===== src/rtl/demux1_16_32bit_reg.sv =====
// Registered 1-to-16 demultiplexer: steers one WIDTH-bit word per clock into one
// of sixteen holding registers, chosen by sel (auto=0) or an auto-increment pointer.
// Latency: 1 cycle. No backpressure; manual writes are always accepted, and auto writes to a full bank are dropped and flagged in erro.
//
// Ports:
//   clock, reset_n     : clock and asynchronous active-low reset
//   sel, dado, escreve : target slot, write data, write strobe
//   auto               : 1 = target is the internal pointer, 0 = target is sel
//   limpa              : synchronous clear of the bank and status (wins over escreve)
//   saida              : flattened slot contents, slot k at [WIDTH*k +: WIDTH]
//   validos            : per-slot written-since-clear bits
//   ponteiro           : current auto-increment pointer
//   cheio, erro        : bank full, sticky rejected-auto-write flag
module demux1_16_32bit_reg #(
  parameter int WIDTH = 32
) (
  input  logic                clock,
  input  logic                reset_n,
  input  logic [3:0]          sel,
  input  logic [WIDTH-1:0]    dado,
  input  logic                escreve,
  input  logic                auto,
  input  logic                limpa,
  output logic [16*WIDTH-1:0] saida,
  output logic [15:0]         validos,
  output logic [3:0]          ponteiro,
  output logic                cheio,
  output logic                erro
);

  // Occupancy is a pure function of the valid bits, so it can never disagree
  // with them; there is deliberately no separate state register.
  typedef enum logic [1:0] {
    VAZIO   = 2'd0,
    PARCIAL = 2'd1,
    CHEIO   = 2'd2
  } ocupacao_t;

  logic [WIDTH-1:0] r_slot [16];
  logic [15:0]      r_validos;
  logic [3:0]       r_ponteiro;
  logic             r_erro;

  ocupacao_t        w_estado;
  logic             w_cheio;
  logic [3:0]       w_alvo;
  logic             w_aceita;

  always_comb begin
    w_estado = PARCIAL;
    if (r_validos == 16'h0000) begin
      w_estado = VAZIO;
    end else if (r_validos == 16'hFFFF) begin
      w_estado = CHEIO;
    end
  end

  assign w_cheio = (w_estado == CHEIO);

  // The full check uses the pre-edge occupancy: the write that completes the
  // set is accepted and only the following auto write is rejected.
  assign w_alvo   = auto ? r_ponteiro : sel;
  assign w_aceita = escreve && (!auto || !w_cheio);

  always_ff @(posedge clock or negedge reset_n) begin
    if (!reset_n) begin
      for (int k = 0; k < 16; k++) begin
        r_slot[k] <= '0;
      end
      r_validos  <= '0;
      r_ponteiro <= '0;
      r_erro     <= 1'b0;
    end else if (limpa) begin
      for (int k = 0; k < 16; k++) begin
        r_slot[k] <= '0;
      end
      r_validos  <= '0;
      r_ponteiro <= '0;
      r_erro     <= 1'b0;
    end else if (escreve) begin
      if (w_aceita) begin
        r_slot[w_alvo]    <= dado;
        r_validos[w_alvo] <= 1'b1;
        if (auto) begin
          // 4-bit pointer wraps 15 -> 0 naturally; already-valid slots are not skipped.
          r_ponteiro <= r_ponteiro + 4'd1;
        end
      end else begin
        r_erro <= 1'b1;
      end
    end
  end

  for (genvar g = 0; g < 16; g++) begin : g_saida
    assign saida[WIDTH*g +: WIDTH] = r_slot[g];
  end

  assign validos  = r_validos;
  assign ponteiro = r_ponteiro;
  assign cheio    = w_cheio;
  assign erro     = r_erro;

endmodule


===== config.mk =====
export PLATFORM = sky130hd
export DESIGN_NAME = demux1_16_32bit_reg
export DESIGN_NICKNAME = d
export VERILOG_FILES = /design/src/rtl/demux1_16_32bit_reg.sv
export SDC_FILE = /design/constraint.sdc
export NUM_CORES = 1
export LEC_CHECK = 0
export BUFFER_PORTS_ARGS = -buffer_cell sky130_fd_sc_hd__buf_4
export CORE_UTILIZATION = 49
export CTS_CLUSTER_SIZE = 30
export DETAILED_ROUTE_END_ITERATION = 10
export GPL_TIMING_DRIVEN = 0
export PLACE_DENSITY = 0.77
export REMOVE_ABC_BUFFERS = 1
export SYNTH_ARGS = -nofsm -noshare
export SYNTH_HDL_FRONTEND = slang
export SYNTH_SLANG_ARGS = --single-unit
export TNS_END_PERCENT = 100

===== constraint.sdc =====
create_clock -name clock -period 2.17 [get_ports clock]
set_input_delay 0.217 -clock clock [delete_from_list [all_inputs] [get_ports clock]]
set_output_delay 0.217 -clock clock [all_outputs]
set_load 0.005 [all_outputs]

* After elaboration in Yosys (flattened, before gate mapping)
Cells that the tools add are included.
Storage, ports and cells: register bits 533, input bits 41, output and inout port bits 534, word-level logic and storage cells 63
Operators by class: add/subtract/negate cells 1, $lt $le $gt $ge 4, equality and inequality tests 3, mux-type cells 21, bitwise logic cells 2, reduce and logical (&&, ||, !) cells 13
Operators with widths (number):
- 2-to-1 mux 512 bit | 3
- bitwise mux 512 bit | 1
- demux 32 bit (select 4 bit) | 1
- 2-to-1 mux 16 bit | 3
- 2-to-1 mux 32 bit | 1
- 2-to-1 mux 4 bit | 5
- == test 16 bit (second input constant) | 1
- logical NOT 16 bit | 1
- bitwise OR 16 bit | 1
- nonzero test 2 bit | 3
- >= comparator 5 bit (second input constant) | 1
- less-than comparator 4 x 5 -> 1 bit (second input constant) | 1
- less-than comparator 5 x 1 -> 1 bit (second input constant) | 1
- inverter 4 -> 5 bit | 1
- adder 4 x 1 -> 4 bit (second input constant) | 1
- demux 1 bit (select 4 bit) | 1
- >= comparator 4 x 1 -> 1 bit (second input constant) | 1
- 2-to-1 mux 1 bit | 4
- 2-to-1 mux 2 bit | 2
- AND reduction 2 bit | 2
- logical AND 1 bit | 3
- AND reduction 3 bit | 1
- == test 2 bit (second input constant) | 1
- logical NOT 1 bit | 2
- other kinds (2) | 2

* Logic depth before layout (Yosys ltp)
Gate-level depths: netlist (run 1).
depth after elaboration 10, gate-level depth with buffers 8, depth with buffers taken out 5

* Least setup slack after synthesis (run 1)
No wires, ideal clock.
kind register to register, start register r_validos[9] (netlist: validos[9]), end register r_slot, in the netlist saida[55], setup time 0.079 ns, arrival 1.997 ns, data required time 2.091 ns, path slack 0.094 ns, cell stages (with the launch flop) 9, path buffers 4, period minus slack after synthesis 2.076 ns, cell sequence dfrtp_1 -> nand4_1 -> or4_1 -> buf_2 -> clkbuf_8 -> o2111ai_1 -> buf_6 -> buf_8 -> mux2i_1
Between the ends: word-level cells in the longest chain between the ends 9, elaborated cells between the ends (all ways) 10, classes of those cells 2 x eq/ne; 2 x mux; 6 x reduce/logical
Ends and longest elaborated chain:
- start: declaration | RTL line 40 | logic [15:0] r_validos;
- start signal: assignment | RTL line 70 | r_validos <= '0;
- start signal: assignment | RTL line 77 | r_validos <= '0;
- start signal: indexed assignment | RTL line 83 | r_validos[w_alvo] <= 1'b1;
- == test 16 bit | RTL line 53 | end else if (r_validos == 16'hFFFF) begin
- 2-to-1 mux 2 bit | RTL line 53
- 2-to-1 mux 2 bit (*) | RTL line 51 | if (r_validos == 16'h0000) begin
- == test 2 bit (*) | RTL line 58 | assign w_cheio = (w_estado == CHEIO);
- logical NOT 1 bit (*) | RTL line 63 | assign w_aceita = escreve && (!auto || !w_cheio);
- logical OR 1 bit (*) | RTL line 63
- logical AND 1 bit (*) | RTL line 63
- nonzero test 2 bit (no line) (*)
- AND reduction 2 bit (no line) (*)
- end signal: indexed assignment | RTL line 82 | r_slot[w_alvo] <= dado;
- end: declaration | RTL line 39 | logic [WIDTH-1:0] r_slot [16];
Every way passes the cells marked *; elsewhere a longest branch is shown, timed or not. A chain may end at the register's enable or synchronous reset.

* Worst setup path after layout (run 1)
start register r_validos[13] (netlist: validos[13]), end register r_slot, in the netlist saida[24]
The elaborated chain is that of the path after synthesis.

==> results by group, run 1 <==
Run status
  – Outcome: finished, violations left
  – Failing checks: negative setup slack

Power and ir drop
  – PwrDens: 653 nW/µm²
  – Logic pwr share: 7.4%
  – Sw Share: 23.2%
  – Clock power frac: 44.9%
  – Peak VDD IR: 531 µV
  – Leak: 18.4 nW
  – Pint: 0.0163 W
  – Net Sw Power: 0.00494 W
  – Reg power frac: 47.7%

Finish
  – # diodes: 0
  – Commonest non-fill, non-tap cell in the layout: buf_4
  – Commonest cells after routing, fill and taps aside: buf_4, nand2b_1, dfrtp_1
  – Final non-filler cell total: 3111
  – Share of cells above drive strength 1: 34.2%
  – Design Area, Final: 32600 µm²
  – Area growth syn-to-layout: 36.6%
  – Final #Nets: 2501

Flow run
  – # Max-Cap Violations: 0

CTS
  – Max clock buf depth: 3
  – Clock latency on the worst-skew pair: 610 ps
  – CTS tree: done
  – CTS Buf Count: 55
  – Clk root buf: clkbuf_16
  – Max H-tree Level: 2
  – CTS Sinks: 533
  – Clock-pin slew on the worst setup and hold paths: 60 ps

Global route
  – Busiest grt layer: met2
  – GR Layer Usage met2: 49.4%
  – Tot GR Track Use: 30.2%
  – First-pass GRT wire length: 112 mm
  – Largest net degree at the start of global routing: 230
  – Initial antenna violation count: 0
  – Met1 GRT Util: 37.9%
  – Grt met3 use: 8.71%
  – Global route total overflow: 0
  – Number of global-route vias before repair: 17300

STA
  – Setup violators final: 513
  – Unrepaired setup endpoints after global routing: yes
  – Sum of negative setup slack: -79350 ps
  – Final Hold Viols: 0
  – Slack of the critical path: -281 ps
  – Final worst path period share: 113%
  – F_max: 408 MHz
  – Crit path time final: 2450 ps
  – Worst slew pin tran: 1090 ps
  – Skew final: 16.9 ps
  – Hold slack final: 163 ps
  – Slew HR: 27.3%
  – Final count of pins violating max slew: 0

Routing
  – Remaining DRCs: 0
  – WL/cell: 25.8 µm
  – Via count: 16900
  – DR iter-0 viols: 1326
  – Vias per cell: 5.44
  – Post-DRT Antenna Nets: 0
  – 1st-pass router iterations: 5
  – Final wirelength: 80.1 mm

Worst setup path
  – Worst reg2reg startpoint: validos[13]$_DFFE_PN0P_
  – Worst Path Required: 2680 ps
  – Max stage delay on crit path: 630 ps
  – Worst path cell trace: nand4_1 > buf_4 > or4_4 > o2111ai_4 > buf_12 > clkbuf_16 > mux2i_1
  – CP top delay family: simple AND/OR/NAND/NOR gates
  – CP Launch Type: register
  – Crit Path Max Fanout: 5
  – WP buf/inv: 3
  – CP Class: reg2reg
  – Worst Setup SP: validos[13]$_DFFE_PN0P_
  – Setup crit end kind: register
  – Crit path DAT: 2960 ps
  – Slowest CP cell: or4_4

Logic synthesis
  – #FFs+latches synth: 533
  – Top post-synthesis cells by area: dfrtp_1, mux2i_1, nand2b_1
  – Cell accounting for the most synthesized area: dfrtp_1
  – Post-synth EDFFs: 0
  – Avg Cell Area, Syn: 12.8 µm²
  – YS warnings: 0
  – Dominant synthesized flop cell: dfrtp_1
  – Area of the mapped netlist: 23900 µm²
  – Yosys top cell area share: 55.9%
  – Seq/Total Area, Yosys: 55.9%
  – Syn Inst Count: 1868
  – Post-synthesis async set-or-reset flop share: 100%
  – Distinct cell type count after synthesis: 36

Floorplan
  – Initial Util: 49.9%
  – Die height: 223 µm
  – Core footprint: 47800 µm²
  – # rows: 80
  – Die Wd: 223 µm
  – Die ar.: 49600 µm²
  – # IOs: 575

Min path
  – Min-delay worst type: in2async

Place
  – Placed Cells incl. Taps: 2912
  – Placement Setup Slack: -1130 ps
  – # port buffers: 574
  – Gpl congestion: 0.771
  – DP HPWL: 48.6 mm
  – Area after DPL: 28900 µm²
registers in the layout, summed over array words and instances, names as in the netlist:
name / flops
erro: 1
ponteiro: 4
saida: 512
validos: 16
power by group through the flow:
stage	Combinational [W]	Clock (W)	Sequential [W]
after global routing	0.00167	0.0100	0.0101
after global placement	0.00136	0	0.0103
after detailed placement	0.00144	0	0.0103
after CTS	0.00152	0.00964	0.0101
after floorplan	0.000550	0	0.0103
final	0.00158	0.00955	0.0101
layer usage:
layer  share of wire, %  wire (µm)
met4                3.6       2920
met1                 40      32200
met2                 48      38500
met3                8.1       6510
met5                  0          0
cell usage after synthesis, types with 2 or more instances:
cell,n
o2111a_1,2
buf_12,2
buf_2,6
buf_6,44
dfrtp_1,533
a21oi_1,18
o2111ai_4,14
nand3_1,2
nand4_1,4
buf_4,3
inv_1,22
nor2_1,6
or3_1,2
o32ai_4,2
mux2i_1,513
clkbuf_1,127
o2111ai_1,2
nand2b_1,545
nand2_1,2
buf_8,2
a32o_1,2
cell families (layout without fill, tap and decap cells):
group,after synthesis,after routing,share of synthesized area (%)
xor gates and xnor gates,1,1,0.0367
and+or+nand+nor,564,566,14.7
adders and majority gates,1,1,0.0524
DFF,533,533,55.9
buffers and inverters,208,834,5.01
AOI/OAI and AO/OA,48,48,2.75
muxes,513,513,21.5
worst reg2reg max path, delay by kind of cell, from the launching register on:
| family | cells | cell delay [ps] |
|---|---|---|
| muxes | 1 | 190 |
| buffers and inverters | 3 | 590 |
| DFF | 1 | 390 |
| AOI/OAI and AO/OA | 1 | 330 |
| and+or+nand+nor | 2 | 870 |
worst paths after layout:
path / cells past startpoint / slack (ps) / endpoint
worst min register to register: 2 / 540 / saida[266]$_DFFE_PN0P_
worst max register to register: 7 / -280 / saida[24]$_DFFE_PN0P_
max in group asynchronous: 5 / 290 / saida[176]$_DFFE_PN0P_
worst min-delay path: 2 / 160 / saida[330]$_DFFE_PN0P_
worst max-delay path: 7 / -280 / saida[24]$_DFFE_PN0P_
min in group clock: 3 / 270 / saida[384]$_DFFE_PN0P_
stage by stage:
step	power [W]	util (%)
after detailed placement	0.0118	60.3
after floorplan	0.0109	-
final	0.0213	68.1
after global placement	0.0117	58.1
after global routing	0.0218	68.1
after CTS	0.0213	66.5
cell type report:
type	instances	area [µm²]
Multi-Input combinational cell	1129	9530
Tap cell	615	769
Fill cell	3380	15300
Sequential cell	533	13300
Clock buffer	84	1670
Timing Repair Buffer	717	7050
Clock inverter	10	131
Inverter	23	88.8
timing repair:
action | in CTS | in global routing
pin swaps | 21 | 27
endpoints found under the setup margin | 530 | 528
hold buffers | 1 | 0
endpoints found under the hold margin | 66 | 0
gates resized for setup | 32 | 79
gates cloned | 11 | 16
setup buffers | 62 | 20
Note: power is estimated with default switching activity, not from simulation.
==> run 2, diff against run 1 <==
- BUFFER_PORTS_ARGS: -buffer_cell sky130_fd_sc_hd__buf_4 -> unset
- CORE_AREA: unset -> 2 2 226 228
- CORE_UTILIZATION: 49 -> unset
- CTS_BUF_LIST: unset -> sky130_fd_sc_hd__clkbuf_4 sky130_fd_sc_hd__clkbuf_8
- DIE_AREA: unset -> 0 0 228 230
- DONT_BUFFER_PORTS: unset -> 1
- PLACE_DENSITY: 0.77 -> 0.65
==> run 2 against run 1 <==
Against the previous run: sequential power hardly changed; via count is 2.8% lower; power is 1.2% lower; clock skew is 16 ps higher; first-iteration DRC count is 11% lower; routed wire length is 2.0% higher; global-route usage is 0.062 points higher; count of clock-buffer cells in the layout is 66 higher; worst hold slack worse by 930 ps; the run ends with negative hold slack, max-slew violations, negative setup slack left; critical endpoint is now saida[247]$_DFFE_PN0P_; maximum frequency is 2.1% lower; worst setup slack worse by 54 ps; combinational power is 34% lower.
==> results by group, run 2 (same netlist as run 1, synthesis figures left out) <==
STA
  – Slew HR: -119% (-150 points)
  – Skew final: 33.3 ps (+16.5 ps)
  – Final count of pins violating max slew: 387 (+387)
  – Slack of the critical path: -334 ps (-53.6 ps)
  – Unrepaired setup endpoints after global routing: yes
  – Final worst path period share: 115% (+2.5 points)
  – Final Hold Viols: 469 (+469)
  – Sum of negative setup slack: -106210 ps (-26850 ps)
  – Worst slew pin tran: 3290 ps (+2200 ps)
  – Setup violators final: 532 (+3.7%)
  – Hold slack final: -764 ps (-927 ps)
  – Crit path time final: 2500 ps (+53.6 ps)
  – F_max: 399 MHz (-2.1%)

Routing
  – Vias per cell: 5.48 (+0.61%)
  – Final wirelength: 81.7 mm (+2.0%)
  – Post-DRT Antenna Nets: 0 (unchanged)
  – Via count: 16500 (-2.8%)
  – DR iter-0 viols: 1179 (-11%)
  – WL/cell: 27.2 µm (+5.5%)
  – Remaining DRCs: 0 (unchanged)
  – 1st-pass router iterations: 4 (-1)

Worst setup path
  – Crit path DAT: 3060 ps (+100 ps)
  – Worst reg2reg startpoint: validos[1]$_DFFE_PN0P_
  – Worst Path Required: 2720 ps (+40 ps)
  – Max stage delay on crit path: 570 ps (-60 ps)
  – CP Class: reg2reg
  – RR Endpoint: saida[247]$_DFFE_PN0P_
  – R2r setup slk: -330 ps (-50 ps)
  – Crit Path Max Fanout: 7 (+2)
  – Slowest CP cell: or4_4
  – Setup crit end kind: register
  – WP buf/inv: 4 (+1)
  – Worst path cell trace: nand4_1 > buf_4 > or4_4 > buf_6 > o2111ai_4 > buf_12 > buf_12 > mux2i_4
  – Top cell by count, worst path: buf_12
  – CP Launch Type: register
  – FF-to-FF path depth: 8 (+1)
  – CP top delay family: simple AND/OR/NAND/NOR gates

CTS
  – Max H-tree Level: 3 (+1)
  – CTS tree: done
  – Hold Buf Count CTS: 357 (+356)
  – Clock-pin slew on the worst setup and hold paths: 70 ps (about the same)
  – CTS Sinks: 533 (unchanged)
  – CTS Buf Count: 89 (+62%)
  – Clk root buf: clkbuf_8
  – Clock latency on the worst-skew pair: 680 ps (+70 ps)
  – Max clock buf depth: 3 (unchanged)

Floorplan
  – Die ar.: 52400 µm² (+5.8%)
  – Die height: 230 µm (+3.3%)
  – Initial Util: 47.8% (-2.0 points)
  – Die Wd: 228 µm (+2.4%)
  – # rows: 82 (+2.5%)
  – Core footprint: 49900 µm² (+4.2%)
  – # IOs: 575 (unchanged)

Power and ir drop
  – Clock power frac: 46.5% (+1.6 points)
  – Reg power frac: 48.6% (+0.9 points)
  – PwrDens: 659 nW/µm² (+0.93%)
  – Pint: 0.0162 W (-0.64%)
  – Logic pwr share: 5.0% (-2.4 points)
  – Peak VDD IR: 613 µV (+15%)
  – Sw Share: 22.8% (-0.41 points)
  – Leak: 15.9 nW (-14%)
  – Net Sw Power: 0.00479 W (-2.9%)

Finish
  – Commonest non-fill, non-tap cell in the layout: nand2b_1
  – Final non-filler cell total: 3006 (-3.4%)
  – Share of cells above drive strength 1: 15.4% (-19 points)
  – Design Area, Final: 31900 µm² (-2.1%)
  – Fillcell total: 3704 (+9.6%)
  – # diodes: 0 (unchanged)
  – Area growth syn-to-layout: 33.8%
  – Commonest cells after routing, fill and taps aside: nand2b_1, dfrtp_1, mux2i_1
  – Final #Nets: 2308 (-7.7%)
  – Max reg flops: 512 (unchanged)

Place
  – Placed Cells incl. Taps: 2387 (-18%)
  – DP HPWL: 43.8 mm (-9.8%)
  – Gpl congestion: 0.826 (+7.1%)
  – Area after DPL: 24400 µm² (-16%)
  – # port buffers: 0 (-100%)

Run status
  – Failing checks: negative hold slack, max-slew violations, negative setup slack
  – Outcome: finished, violations left

Global route
  – Tot GR Track Use: 30.3% (+0.062 points)
  – Initial antenna violation count: 0 (unchanged)
  – Largest net degree at the start of global routing: 534 (+130%)
  – First-pass GRT wire length: 118 mm (+5.5%)
  – Global route total overflow: 0 (unchanged)
  – Number of global-route vias before repair: 17700 (+2.5%)

Flow run
  – # Max-Cap Violations: 0 (unchanged)

Min path
  – Min-delay worst type: in2async
-- run 2: worst max path at each step --
stage                      startpoint                      to  cells past startpoint
3_3_place_gp   validos[5]$_DFFE_PN0P_   saida[59]$_DFFE_PN0P_                      4
5_1_grt        validos[1]$_DFFE_PN0P_  saida[247]$_DFFE_PN0P_                      8
6_report       validos[1]$_DFFE_PN0P_  saida[247]$_DFFE_PN0P_                      8
4_1_cts        validos[5]$_DFFE_PN0P_  saida[259]$_DFFE_PN0P_                      8
2_1_floorplan  validos[9]$_DFFE_PN0P_   saida[47]$_DFFE_PN0P_                      4
3_5_place_dp   validos[3]$_DFFE_PN0P_   saida[96]$_DFFE_PN0P_                      6
-- run 2: timing repair --
| item | CTS | global route |
|---|---|---|
| pin swaps | 23 | 12 |
| gates cloned | 18 | 8 |
| gates resized for setup | 88 | 80 |
| setup buffers | 77 | 14 |
| endpoints found under the hold margin | 1066 | 533 |
| endpoints found under the setup margin | 531 | 533 |
-- run 2: metrics by stage --
stage / total power, W / worst slack (ps) / utilization, %
finish: 0.0210 / -334 / 64.0
global route: 0.0217 / -335 / 64.0
global placement: 0.0111 / -3100 / 47.3
detailed placement: 0.0111 / -1140 / 48.9
CTS: 0.0211 / -210 / 63.3
floorplan: 0.0109 / -1290 / -
-- run 2: power by group through the flow --
stage	Clock [W]	Combinational, W	Sequential, W
after global routing	0.0104	0.00109	0.0102
after CTS	0.00991	0.000994	0.0102
after global placement	0	0.000707	0.0104
after detailed placement	0	0.000755	0.0104
after floorplan	0	0.000550	0.0103
final	0.00977	0.00104	0.0102
-- run 2: cell type report --
type	instances	area [µm²]	area share, %
tap	672	841	2.64
clock inverter	9	100	0.314
inverter	23	88.8	0.278
sequential	533	13300	41.8
timing repair buffer	491	6090	19.1
clock buffer	150	1880	5.88
multi-input combinational	1128	9560	30.0
-- run 2: worst register-to-register path, cell delays in order (launching register included) --
cell and delay [ps]:
dfrtp_2 450, nand4_1 150, buf_4 180, or4_4 570, buf_6 170, o2111ai_4 260
buf_12 180, buf_12 170, mux2i_4 250
-- run 2: metal layers --
layer	GRT usage [%]	vias to the layer above	part of all wire [%]
li1	-	6967	-
met1	36.9	8729	40
met2	48.5	626	48
met3	10.9	140	8.6
met4	13.3	0	3.5
met5	0	-	0
